### src/rtl/uart_tx_arb.sv
// uart_tx_arb: round-robin sharing of one UART transmitter, with a tx_rdy watchdog.
// Optional packet lock is built when UART_ARB_LOCK_EN is defined.
module uart_tx_arb #(
  parameter int N       = 4,
  parameter int TIMEOUT = 1000
) (
  input  logic           clk_50m,
  input  logic           rst_n,
  input  logic [N-1:0]   req,
  input  logic [N-1:0]   req_last,
  input  logic [8*N-1:0] req_data,
  output logic [N-1:0]   gnt,
  output logic           tx_en,
  output logic [7:0]     tx_data,
  input  logic           tx_rdy,
  output logic           busy,
  output logic           err
);

  localparam int PW = $clog2(N);

  typedef enum logic [1:0] {
    IDLE,
    SEND,
    DROP
  } state_t;

  state_t         state_q, state_d;
  logic [PW-1:0]  ptr_q, ptr_d;
  logic [15:0]    wdog_q, wdog_d;
  logic [15:0]    wdog_inc;
  logic           tx_en_d;
  logic [7:0]     tx_data_d;
  logic [N-1:0]   gnt_d;
  logic           err_d;
  logic [N-1:0]   req_m;
  logic           hit;
  logic [PW-1:0]  win;
  logic [PW-1:0]  win_nxt;

`ifdef UART_ARB_LOCK_EN
  logic           lock_q, lock_d;
  logic [PW-1:0]  owner_q, owner_d;

  // while a packet is open only its owner may be served
  assign req_m = lock_q ? (req & (N'(1) << owner_q)) : req;
`else
  logic unused_last;

  assign unused_last = ^req_last;
  assign req_m       = req;
`endif

  assign busy     = (state_q != IDLE);
  assign wdog_inc = (wdog_q == 16'hFFFF) ? wdog_q : wdog_q + 16'd1;
  assign win_nxt  = (win == PW'(N - 1)) ? '0 : win + PW'(1);

  // first requester at or after ptr, wrapping by compare
  always_comb begin
    hit = 1'b0;
    win = '0;
    for (int i = 0; i < N; i++) begin
      int idx;
      idx = int'(ptr_q) + i;
      if (idx >= N) idx = idx - N;
      if (!hit && req_m[idx]) begin
        hit = 1'b1;
        win = PW'(idx);
      end
    end
  end

  // next-state and output decode
  always_comb begin
    state_d   = state_q;
    ptr_d     = ptr_q;
    wdog_d    = wdog_q;
    tx_en_d   = tx_en;
    tx_data_d = tx_data;
    gnt_d     = '0;
    err_d     = err;
`ifdef UART_ARB_LOCK_EN
    lock_d    = lock_q;
    owner_d   = owner_q;
`endif
    unique case (state_q)
      IDLE: begin
        if (tx_rdy && hit) begin
          tx_data_d = req_data[8*win +: 8];
          gnt_d     = N'(1) << win;
          tx_en_d   = 1'b1;
          wdog_d    = '0;
          ptr_d     = win_nxt;
          state_d   = SEND;
`ifdef UART_ARB_LOCK_EN
          if (req_last[win]) begin
            lock_d  = 1'b0;
          end else begin
            lock_d  = 1'b1;
            owner_d = win;
            ptr_d   = win;
          end
`endif
        end
      end
      SEND: begin
        wdog_d = wdog_inc;
        if (!tx_rdy) begin
          tx_en_d = 1'b0;
          state_d = DROP;
        end else if (wdog_inc >= 16'(TIMEOUT)) begin
          tx_en_d = 1'b0;
          err_d   = 1'b1;
          state_d = IDLE;
`ifdef UART_ARB_LOCK_EN
          lock_d  = 1'b0;
`endif
        end
      end
      DROP: begin
        if (tx_rdy) state_d = IDLE;
      end
      default: begin
        tx_en_d = 1'b0;
        state_d = IDLE;
      end
    endcase
  end

  // state and output registers
  always_ff @(posedge clk_50m or negedge rst_n) begin
    if (!rst_n) begin
      state_q <= IDLE;
      ptr_q   <= '0;
      wdog_q  <= '0;
      tx_en   <= 1'b0;
      tx_data <= '0;
      gnt     <= '0;
      err     <= 1'b0;
    end else begin
      state_q <= state_d;
      ptr_q   <= ptr_d;
      wdog_q  <= wdog_d;
      tx_en   <= tx_en_d;
      tx_data <= tx_data_d;
      gnt     <= gnt_d;
      err     <= err_d;
    end
  end

`ifdef UART_ARB_LOCK_EN
  // packet lock registers
  always_ff @(posedge clk_50m or negedge rst_n) begin
    if (!rst_n) begin
      lock_q  <= 1'b0;
      owner_q <= '0;
    end else begin
      lock_q  <= lock_d;
      owner_q <= owner_d;
    end
  end
`endif

endmodule

### config.mk
export PLATFORM = sky130hd
export DESIGN_NAME = uart_tx_arb
export DESIGN_NICKNAME = d
export VERILOG_FILES = /design/src/rtl/uart_tx_arb.sv
export SDC_FILE = /design/constraint.sdc
export NUM_CORES = 1
export LEC_CHECK = 0
export ABC_AREA = 1
export ABC_CLOCK_PERIOD_IN_PS = 1750
export CELL_PAD_IN_SITES_DETAIL_PLACEMENT = 1
export CELL_PAD_IN_SITES_GLOBAL_PLACEMENT = 2
export CORE_MARGIN = 5
export CORE_UTILIZATION = 24
export DETAILED_ROUTE_END_ITERATION = 10
export GPL_ROUTABILITY_DRIVEN = 0
export GPL_TIMING_DRIVEN = 0
export PLACE_DENSITY = 0.8
export SLEW_MARGIN = 20
export SYNTH_ARGS = -nofsm -noshare
export SYNTH_HDL_FRONTEND = slang
export SYNTH_SLANG_ARGS = --single-unit
### constraint.sdc
create_clock -name clk_50m -period 1.75 [get_ports clk_50m]
set_clock_uncertainty 0.05 [all_clocks]
set_input_delay 0.175 -clock clk_50m [delete_from_list [all_inputs] [get_ports clk_50m]]
set_output_delay 0.175 -clock clk_50m [all_outputs]
set_load 0.005 [all_outputs]
# [Yosys cells after proc, flatten, opt, wreduce, memory -nomap -nowiden]
# Index checks and enable logic that the tools add are counted.
[word_totals] input_bits=43 output_inout_bits=15 elab_cells=89 reg_bits=34
[classes] shift=2 bitwise=1 n_mux=39 order_cmp=9 reduce_logical=15 n_addsub=9 n_eq_ne=7
[op_table] op="$lt 32x4->1 const B" count=4
[op_table] op="$mux 32" count=4
[op_table] op="$mux 16" count=2
[op_table] op="$pmux 16 s2" count=1
[op_table] op="$shiftx 32x6->8" count=1
[op_table] op="$mux 2" count=9
[op_table] op="$add 16x1->16 const B" count=1
[op_table] op="$eq 16x16->1 const B" count=1
[op_table] op="$ge 16x10->1 const B" count=1
[op_table] op="$mux 1" count=15
[op_table] op="$sub 3x3->4 const B" count=3
[op_table] op="$ge 3x3->1 const B" count=3
[op_table] op="$reduce_and 3->1" count=3
[op_table] op="$bmux 1 s2" count=4
[op_table] op="$mux 4" count=2
[op_table] op="$add 2x2->3 const B" count=2
[op_table] op="$pmux 2 s3" count=1
[op_table] op="$eq 2x2->1 const B" count=2
[op_table] op="$logic_and 1x1->1" count=4
[op_table] op="$ne 2x2->1 const B" count=2
[op_table] op="$reduce_and 2->1" count=2
[op_table] op="$reduce_bool 2->1" count=2
[op_table] op="$shl 1x2->4 const A" count=1
[op_table] op="$sub 2x3->4 const B" count=1
[op_table] op="9 further kinds" count=11

# [Depth between registers and ports, before layout]
# Gate-level depths: netlist of the first run.
[logic_depth] depth_word=18 ltp_mapped=15 mapped_depth_nobuf=14

# [Worst setup path after synthesis of the first run]
# No wires, ideal clock.
[synth_path] kind="reg2reg" startpoint="reg ptr_q[0]" endpoint="reg ptr_q[0]" path_slack_ns=-0.172 synth_period_minus_slack_ns=1.922 path_buffers=2 t_required_ns=1.624 setup_time_ns=0.076 arrival_ns=1.796 path_stages_with_launch=15 cell_sequence="dfrtp_1 > buf_6 > o21ai_0 > nand2_1 > nand2_1 > nor2_1 > nor2_1 > nand2_4 > nand2_4 > buf_6 > inv_1 > ha_1 > inv_1 > nand3_1 > o21ai_1"
[synth_via] elab_chain_len=17 word_cells_on_any_way=46 cone_classes="add/sub: 8; order compare: 4; eq/ne: 1; mux: 25; reduce/logical: 8"
[synth_rtl] item="start: declaration" line="29" source="logic [PW-1:0] ptr_q, ptr_d;"
[synth_rtl] item="start signal: assignment" line="142" source="ptr_q <= ptr_d;"
[synth_rtl] item="branches (longest 17 deep; another with $sub 3x3->4)"
# Several ways; the timed one is not identified. The select of a mux whose other input is x is not followed.
# A chain may end at the register's enable or synchronous reset.

# [Worst setup path after layout of the first run]
[layout_path] startpoint="reg ptr_q[0]" endpoint="reg ptr_q[1]"
# The elaborated chain is that of the path after synthesis.

==> results of run 1 <==
-- cell type report --
cell class | instances | area (um^2)
clock buffer | 6 | 82.58
buffer | 9 | 95.09
multi-input combinational | 287 | 1851
inverter | 52 | 222.7
sequential | 34 | 855.8
timing repair buffer | 86 | 830.8
tap | 136 | 170.2
clock inverter | 2 | 16.27
fill | 1286 | 6153
-- metal layers --
| layer | GRT usage | vias to the layer above |
|---|---|---|
| li1 | - | 1402 |
| met1 | 0.1686 | 1343 |
| met2 | 0.2571 | 54 |
| met3 | 0.03450 | 8 |
| met4 | 0.02484 | 0 |
| met5 | 0 | - |
-- final timing paths --
path | slack, ns | start | end
min | 0.31 | rst_n | gnt[1]
min reg2reg | 0.42 | tx_en | tx_en
max reg2reg | -0.27 | ptr_q[0] | ptr_q[1]
max in group asynchronous | 0.87 | rst_n | wdog_q[2]
max | -0.27 | ptr_q[0] | ptr_q[1]
min in group clk_50m | 0.42 | tx_en | tx_en
-- synthesized netlist by cell type (all sizes together) --
cell,number
nand3,42
xnor2,1
xor2,2
nand3b,17
or2,1
a31o,3
nor2,34
clkbuf,2
nor3,1
dfrtp,34
buf,7
nand2,142
o31ai,7
ha,5
o21ai,16
a22oi,1
a21oi,8
a21o,1
a21boi,1
inv,52
nand4,5
-- state kept, by name (all words and copies together) (netlist names) --
| register | count |
|---|---|
| err | 1 |
| tx_data | 8 |
| ptr_q | 2 |
| tx_en | 1 |
| gnt | 4 |
| state_q | 2 |
| wdog_q | 16 |
-- critical path, stage by stage, from the launching register on --
cell     delay, ns
dfrtp_2       0.46
buf_4         0.15
nand2_2       0.07
nand2_4       0.07
o21ai_2       0.28
nand3_4       0.12
nand2_4       0.14
nand2_8       0.10
buf_12        0.16
ha_4          0.26
o21ai_2       0.05
-- power by group --
group          leakage (nW)  switching (W)  internal, W  total [W]
Clock                0.0478       0.000344     0.000325   0.000668
Sequential            0.441       0.000179      0.00102    0.00120
Combinational          1.45        0.00269      0.00219    0.00487
-- stage by stage --
stage / TNS (ns) / util
after floorplan: -0.6519 / -
after global placement: -23.72 / 0.3197
after detailed placement: -11.43 / 0.3219
after CTS: -5.794 / 0.3734
after global routing: -9.683 / 0.4013
final: -5.922 / 0.4013
-- cells by family after synthesis --
logic type | count (synthesis) | synth area share
compound gates | 37 | 0.08947
xor+xnor | 3 | 0.01044
fa+ha+maj | 5 | 0.02485
buf+inv | 61 | 0.1029
flops | 34 | 0.3380
simple gates | 242 | 0.4344
-- what timing repair did --
action	in CTS	in global routing
cloned	2	0
pin swaps	27	30
hold endpoints to repair	15	0
hold buffers	1	0
resized for setup	60	65
endpoints found under the setup margin	34	34
setup buffers	22	7
==> run_results.csv, run 1 <==
group,metric,value,unit
run_status,outcome,"finished with violations",
run_status,violations,"negative setup slack",
grt,antenna_found_initial,0,
synth,synth_cell_types,31,
cts,numCtsBuffers,5,
synth,synthCells,382,
detailed_routing,wl_met1,3806,um
worst_setup_path,cp_max_fo,6,
sta,hold_viol,0,
grt,first_global_vias,3075,
placed_design,preCtsSetupSlack,-0.5387,ns
placed_design,place_inst,572,
grt,grt_pass1_wl,14750,um
grt,overflow,0,
cts,cts_tree,"yes",
sta,hold_ws,0.3098,ns
placed_design,postPlaceCellArea,0.003308,mm^2
floorplanning,chipWidth,112.4,um
pwr,design_power_total,0.006744,W
floorplanning,die_h,112.4,um
cts,cts_root_buf,"clkbuf_8",
grt,grt_usage,0.1407,
detailed_routing,top_layer_used,"met4",
synth,avgSynthCellArea,6.590,um^2
detailed_routing,ant_nets,0,
sta,slew_headroom,0.6942,
sta,final.period_utilization,1.153,
layout,final_common_cell,"nand2_1",
sta,finalSetupViolCount,33,
floorplanning,pin_count,58,
floorplanning,rows,37,
worst_setup_path,crit_path_start_kind,"flip-flop",
detailed_routing,routed_wl,8916,um
synth,ys_ff_latch,34,
detailed_routing,wl_met3,417,um
cts,clock-sinks,34,
worst_setup_path,end_kind,"flip-flop",
synth,yosys_warnings,0,
placed_design,portBuffers,53,
layout,area_growth,63.82,%
detailed_routing,via_count,2807,
synth,syn-num-nets,430,
detailed_routing,detail_route.first_pass.iterations,4,
sta,fin_crit,2.018,ns
detailed_routing,vias_per_cell,4.587,
pwr,ir_drop,0.8359,mV
synth,synth_top_area_frac,0.3380,
cts,htreeDepth,2,
sta,final.setup.worst_slack,-0.2680,ns
layout,finalNonFillerCells,612,
floorplanning,die_area,0.01264,mm^2
layout,nNetsFinal,523,
flow_run,drv_cap,0,
sta,maxSlewViolCount,0,
sta,grt_setup_unrepaired,"yes",
layout,antennaDiodeCount,0,
detailed_routing,drt_iter0_markers,68,
synth,synth_top_area_cell,"dfrtp_1",
hold_path,hp-class,"in -> async",
pwr,leakagePower,1.941,nW
cts,clkLatencyLatePin,0.30,ns
sta,worst_pin_slew,0.4587,ns
cts,clk_path_buf_depth,2,
grt,grt_start_max_net_pins,20,
detailed_routing,drc,0,
worst_setup_path,worstPathRequired,1.90,ns
cts,path_clk_slew,0.08,ns
worst_setup_path,reg2regPathDepth,10,
synth,syn_area,0.002517,mm^2
floorplanning,coreArea,0.01028,mm^2
placed_design,dp_hpwl,6520,um
pwr,power_density,1635,mW/mm^2
detailed_routing,wl_per_cell,14.57,um
layout,final_cell_area,0.004124,mm^2
sta,max_freq,0.4955,GHz
worst_setup_path,criticalPathCategory,"reg -> reg",
layout,mostFrequentLayoutCells,"103 x nand2_1, 52 x clkdlybuf4s50_1, 42 x inv_1",
worst_setup_path,cp.arrival,2.16,ns
synth,seq_area_frac_synth,0.3380,
synth,synth_area_leaders,"dfrtp_1 34%, nand2_1 20%, nand3_1 8.2%",
floorplanning,initial_utilization,0.2449,
layout,drive_gt1_frac,0.3277,
detailed_routing,met2_length,4606,um
No activity file was read; power rests on OpenSTA's default activity.
==> run 2: changes to the inputs <==
- GPL_TIMING_DRIVEN: 0 -> unset
==> run_results.csv, run 2 (synthesized netlist as in run 1, its figures left out) <==
group,metric,value,unit
sta,hold_viol,0,
placed_design,portBuffers,53,
cts,clkLatencyLatePin,0.30,ns
layout,area_growth,88.67,%
flow_run,drv_cap,0,
layout,final_cell_area,0.004750,mm^2
sta,maxSlewViolCount,0,
sta,fin_crit,2.107,ns
run_status,violations,"negative setup slack",
detailed_routing,detail_route.first_pass.iterations,4,
worst_setup_path,cp_slowest_cell,"dfrtp_2",
cts,htreeDepth,2,
layout,nNetsFinal,575,
sta,grt_setup_unrepaired,"yes",
pwr,ir_drop,1.761,mV
floorplanning,die_area,0.01264,mm^2
layout,largest_register_ffs,16,
worst_setup_path,crit_buf_inv,2,
run_status,outcome,"finished with violations",
cts,cts_root_buf,"clkbuf_8",
floorplanning,pin_count,58,
detailed_routing,drt_iter0_markers,60,
floorplanning,chipWidth,112.4,um
worst_setup_path,r2r_start,"ptr_q[0]",
grt,first_global_vias,3487,
layout,fillCellCount,1264,
layout,antennaDiodeCount,0,
worst_setup_path,crit_path_start_kind,"flip-flop",
detailed_routing,vias_per_cell,4.637,
sta,max_freq,0.4746,GHz
worst_setup_path,cp_max_fo,8,
worst_setup_path,critPathTopFamily,"simple AND/OR/NAND/NOR gates",
worst_setup_path,worstPathCellList,"buf_6, nand2_4, o21ai_2, nand2_4, nand2_2, nor2_4, nand3_4, nand2_8, clkbuf_16, nand3b_1, nand3_1, nand2_1, nand2_1, nand2_1",
placed_design,place_inst,634,
sta,final.setup.worst_slack,-0.3572,ns
detailed_routing,wl_per_cell,16.06,um
cts,path_clk_slew,0.08,ns
floorplanning,rows,37,
worst_setup_path,reg2regPathDepth,14,
detailed_routing,drc,0,
detailed_routing,ant_nets,0,
placed_design,preCtsSetupSlack,-0.4246,ns
sta,finalSetupViolCount,33,
layout,final_common_cell,"nand2_1",
worst_setup_path,worstPathRequired,1.88,ns
worst_setup_path,slowest_delay,0.49,ns
layout,largestRegisters,"wdog_q: 16 flops, tx_data: 8 flops, gnt: 4 flops",
cts,clock-sinks,34,
placed_design,dp_hpwl,6798,um
grt,grt_pass1_wl,16110,um
sta,final.period_utilization,1.204,
detailed_routing,via_count,3074,
layout,mostFrequentLayoutCells,"105 x nand2_1, 74 x buf_4, 52 x clkdlybuf4s50_1",
worst_setup_path,cpMostUsedCell,"nand2_1",
layout,multi_input_area,0.002061,mm^2
worst_setup_path,ff2ff_setup_slack,-0.36,ns
grt,grt_usage,0.1535,
floorplanning,initial_utilization,0.2449,
layout,drive_gt1_frac,0.4156,
pwr,design_power_total,0.007597,W
sta,slew_headroom,0.6070,
pwr,power_density,1599,mW/mm^2
grt,antenna_found_initial,0,
worst_setup_path,criticalPathCategory,"reg -> reg",
worst_setup_path,rr_endpoint,"tx_data[1]",
cts,cts_tree,"yes",
placed_design,postPlaceCellArea,0.003804,mm^2
sta,worst_pin_slew,0.5889,ns
layout,register_area,853.3,um^2
worst_setup_path,cp.arrival,2.24,ns
sta,finalSetupTns,-6.655,ns
hold_path,hp-class,"in -> async",
cts,clk_path_buf_depth,2,
detailed_routing,routed_wl,10650,um
layout,largest_register,"wdog_q",
cts,numCtsBuffers,5,
grt,overflow,0,
pwr,leakagePower,2.291,nW
worst_setup_path,end_kind,"flip-flop",
grt,grt_start_max_net_pins,35,
layout,finalNonFillerCells,663,
floorplanning,coreArea,0.01028,mm^2
floorplanning,die_h,112.4,um
==> run 2: changes by cell type in the layout (fill, tap and decap cells not counted), sizes merged <==
cell      previous run  this run
inv                 52        53
bufinv               0         1
clkinv               1         0
buf                 40        89
nand2              142       144
clkinvlp             1         0
==> run 2: worst max path at each step <==
stage / startpoint / endpoint / slack, ns / cells after the start
after floorplan: ptr_q[0] / ptr_q[0] / -0.1 / 15
after global placement: ptr_q[0] / wdog_q[8] / -0.37 / 11
after detailed placement: ptr_q[0] / ptr_q[0] / -0.42 / 14
after CTS: ptr_q[0] / ptr_q[0] / -0.21 / 14
after global routing: ptr_q[0] / tx_data[3] / -0.47 / 14
final: ptr_q[0] / tx_data[1] / -0.36 / 14
==> run 2: timing repair <==
item / in CTS / in global routing
hold buffers: 1 / 0
hold endpoints to repair: 34 / 0
gates resized for setup: 70 / 77
pin swaps: 30 / 37
gates cloned: 2 / 3
setup buffers: 8 / 8
setup endpoints to repair: 33 / 34
==> run 2: area by class of cell <==
class | instances | area share
multi-input cells | 289 | 0.4339
repair buffers | 144 | 0.2824
flip-flops and latches | 34 | 0.1797
inverters | 52 | 0.04373
well taps | 136 | 0.03583
clock buffers | 6 | 0.01739
clock inverters | 1 | 0.006322
repair inverters | 1 | 0.0007903
==> run 2: where the power goes <==
group          internal, W  total (W)  switching [W]
clock network     0.000456   0.000779       0.000323
logic              0.00243    0.00559        0.00317
registers          0.00102    0.00122       0.000201
total              0.00391    0.00760        0.00369
==> run 2: metal layers <==
metal  part of all wire  vias up  GRT usage
li1                   -     1510          -
met1               0.40     1503     0.1728
met2               0.55       51     0.2976
met3              0.034       10    0.03073
met4             0.0098        0    0.02965
met5                  0        -          0
==> run 2: through the flow <==
| step | hold slack (ns) | utilization |
|---|---|---|
| after floorplan | -0.1706 | - |
| after global placement | 0.1968 | 0.3701 |
| after detailed placement | 0.2034 | 0.3701 |
| after CTS | 0.4154 | 0.4207 |
| after global routing | 0.4274 | 0.4621 |
| final | 0.3929 | 0.4621 |
==> run 2: worst register-to-register path: stages, from the launching register on <==
cell and delay [ns]:
dfrtp_2 0.49, buf_6 0.17, nand2_4 0.05, o21ai_2 0.07, nand2_4 0.06, nand2_2 0.06, nor2_4 0.18, nand3_4 0.14
nand2_8 0.17, clkbuf_16 0.18, nand3b_1 0.08, nand3_1 0.11, nand2_1 0.08, nand2_1 0.06, nand2_1 0.04
==> run 3: changes to the inputs <==
--- a/config.mk
+++ b/config.mk
@@ -7,12 +7,12 @@
 export LEC_CHECK = 0
 export ABC_AREA = 1
-export ABC_CLOCK_PERIOD_IN_PS = 1750
+export ABC_CLOCK_PERIOD_IN_PS = 2150
 export CELL_PAD_IN_SITES_DETAIL_PLACEMENT = 1
 export CELL_PAD_IN_SITES_GLOBAL_PLACEMENT = 2
 export CORE_MARGIN = 5
-export CORE_UTILIZATION = 24
+export CORE_UTILIZATION = 27
 export DETAILED_ROUTE_END_ITERATION = 10
 export GPL_ROUTABILITY_DRIVEN = 0
-export PLACE_DENSITY = 0.8
+export PLACE_DENSITY = 0.83
 export SLEW_MARGIN = 20
 export SYNTH_ARGS = -nofsm -noshare
==> constraint.sdc (replaced) <==
create_clock -name clk_50m -period 2.15 [get_ports clk_50m]
set_clock_uncertainty 0.05 [all_clocks]
set_input_delay 0.215 -clock clk_50m [delete_from_list [all_inputs] [get_ports clk_50m]]
set_output_delay 0.215 -clock clk_50m [all_outputs]
set_load 0.01 [all_outputs]
==> run_results.csv, run 3 (synthesized netlist as in run 1, its figures left out) <==
group,metric,value,unit
grt,grt_usage,0.1460,
worst_setup_path,critPathTopFamily,"simple AND/OR/NAND/NOR gates",
sta,finalSetupTns,0,ns
worst_setup_path,crit_buf_inv,1,
cts,path_clk_slew,0.08,ns
sta,max_freq,0.4958,GHz
sta,final.period_utilization,0.9380,
detailed_routing,wl_per_cell,13.38,um
sta,finalSetupViolCount,0,
detailed_routing,vias_per_cell,4.696,
run_status,outcome,"completed",
cts,cts_root_buf,"clkbuf_8",
floorplanning,die_area,0.01136,mm^2
pwr,p_clk_frac,0.118,
layout,final_common_cell,"nand2_1",
floorplanning,chipWidth,106.6,um
cts,numCtsBuffers,5,
sta,final.setup.worst_slack,0.1332,ns
cts,clk_path_buf_depth,2,
sta,grt_setup_unrepaired,"yes",
sta,worst_pin_slew,0.4507,ns
worst_setup_path,cp.arrival,2.20,ns
placed_design,place_inst,573,
layout,largest_register,"wdog_q",
pwr,ir_drop,0.6812,mV
pwr,power_density,1261,mW/mm^2
sta,maxSlewViolCount,0,
layout,antennaDiodeCount,0,
floorplanning,rows,35,
floorplanning,pin_count,58,
layout,fillCellCount,1186,
placed_design,portBuffers,53,
worst_setup_path,worstPathCellList,"ha_1, nand2_1, nor2_2, buf_4, or2_2, a21oi_1, nand2_1, nand3_1, nand3_1, nand2_1, nand2_1, nand2_1",
layout,mostFrequentLayoutCells,"133 x nand2_1, 53 x clkdlybuf4s50_1, 47 x inv_1",
placed_design,dp_hpwl,6197,um
worst_setup_path,cp_max_fo,4,
sta,slew_headroom,0.6992,
grt,antenna_found_initial,0,
grt,first_global_vias,2977,
layout,largestRegisters,"wdog_q: 16 flops, tx_data: 8 flops, gnt: 4 flops",
sta,fin_crit,2.017,ns
layout,nNetsFinal,518,
pwr,p_int,0.002391,W
layout,largest_register_ffs,16,
floorplanning,initial_utilization,0.2751,
grt,overflow,0,
worst_setup_path,worstPathRequired,2.33,ns
detailed_routing,drc,0,
flow_run,drv_cap,0,
cts,postCtsHoldBufs,0,
floorplanning,die_h,106.6,um
grt,grt_pass1_wl,13660,um
worst_setup_path,end_kind,"flip-flop",
placed_design,preCtsSetupSlack,-0.01028,ns
sta,hold_viol,0,
layout,finalNonFillerCells,582,
worst_setup_path,slowest_delay,0.39,ns
detailed_routing,via_count,2733,
pwr,pwr-share-seq,0.211,
pwr,p_switching,0.002126,W
grt,grt_start_max_net_pins,35,
detailed_routing,drt_iter0_markers,51,
worst_setup_path,crit_path_start_kind,"flip-flop",
cts,clock-sinks,34,
detailed_routing,detail_route.first_pass.iterations,4,
pwr,switching_share,0.4708,
layout,drive_gt1_frac,0.1592,
layout,area_growth,42.25,%
worst_setup_path,cp_slowest_cell,"dfrtp_1",
cts,cts_tree,"yes",
cts,htreeDepth,2,
detailed_routing,routed_wl,7790,um
detailed_routing,ant_nets,0,
worst_setup_path,cpMostUsedCell,"nand2_1",
cts,clkLatencyLatePin,0.29,ns
worst_setup_path,criticalPathCategory,"reg -> reg",
hold_path,hp-class,"in -> async",
pwr,leakagePower,1.794,nW
pwr,power_frac_comb,0.671,
floorplanning,coreArea,0.009153,mm^2
-- run 3: worst register-to-register path: stages (launching register included) --
cell and delay (ns):
dfrtp_1 0.39, ha_1 0.22, nand2_1 0.09, nor2_2 0.05, buf_4 0.15, or2_2 0.26, a21oi_1 0.19, nand2_1 0.10
nand3_1 0.15, nand3_1 0.13, nand2_1 0.09, nand2_1 0.05, nand2_1 0.05
-- run 3: what timing repair did --
| item | CTS | global route |
|---|---|---|
| pin swaps | 0 | 1 |
| setup buffers | 0 | 1 |
| gates resized for setup | 1 | 14 |
| endpoints found under the setup margin | 1 | 32 |
-- run 3: final timing paths --
path	from	endpoint	slack (ns)	depth (start not counted)
max in group asynchronous	rst_n	ptr_q[0]	1.42	2
min in group clk_50m	err	err	0.43	1
min reg2reg	err	err	0.43	1
min	rst_n	wdog_q[8]	0.29	2
max reg2reg	wdog_q[0]	tx_en	0.13	12
max	wdog_q[0]	tx_en	0.13	12
-- run 3: area by class of cell --
| cell class | count | area, um^2 | share of cell area |
|---|---|---|---|
| multi-input cells | 287 | 1433 | 0.4001 |
| clock buffers | 6 | 82.58 | 0.02306 |
| repair buffers | 90 | 862.1 | 0.2407 |
| inverters | 52 | 195.2 | 0.05451 |
| clock inverters | 2 | 16.27 | 0.004542 |
| flip-flops and latches | 34 | 853.3 | 0.2383 |
| well taps | 111 | 138.9 | 0.03878 |
-- run 3: metal layers --
layer  share of wire  vias to the layer above  routed length (um)  track usage
met4          0.0076                        0                  59      0.02648
met3           0.048                        6                 372      0.03582
met1            0.46                     1284                3555       0.1821
met2            0.49                       52                3802       0.2567
li1                -                     1391                   -            -
met5               0                        -                   0            0
-- run 3: power by group through the flow --
stage / clock [W] / combinational [W] / sequential (W)
floorplan: 0 / 0.00178 / 0.00101
global placement: 0 / 0.00297 / 0.000961
detailed placement: 0 / 0.00304 / 0.000963
CTS: 0.000544 / 0.00305 / 0.000954
global route: 0.000582 / 0.00343 / 0.000984
finish: 0.000533 / 0.00303 / 0.000951
-- run 3: stage by stage --
stage               power, W    util  hold WS [ns]  cell area (um^2)
floorplan           0.002784       -       -0.1306              2517
global placement    0.003936  0.3762        0.4086              3443
detailed placement  0.004005  0.3762        0.4186              3443
CTS                 0.004552  0.3873        0.3163              3545
global route        0.004993  0.3913        0.3376              3581
finish              0.004517  0.3913        0.2924              3581
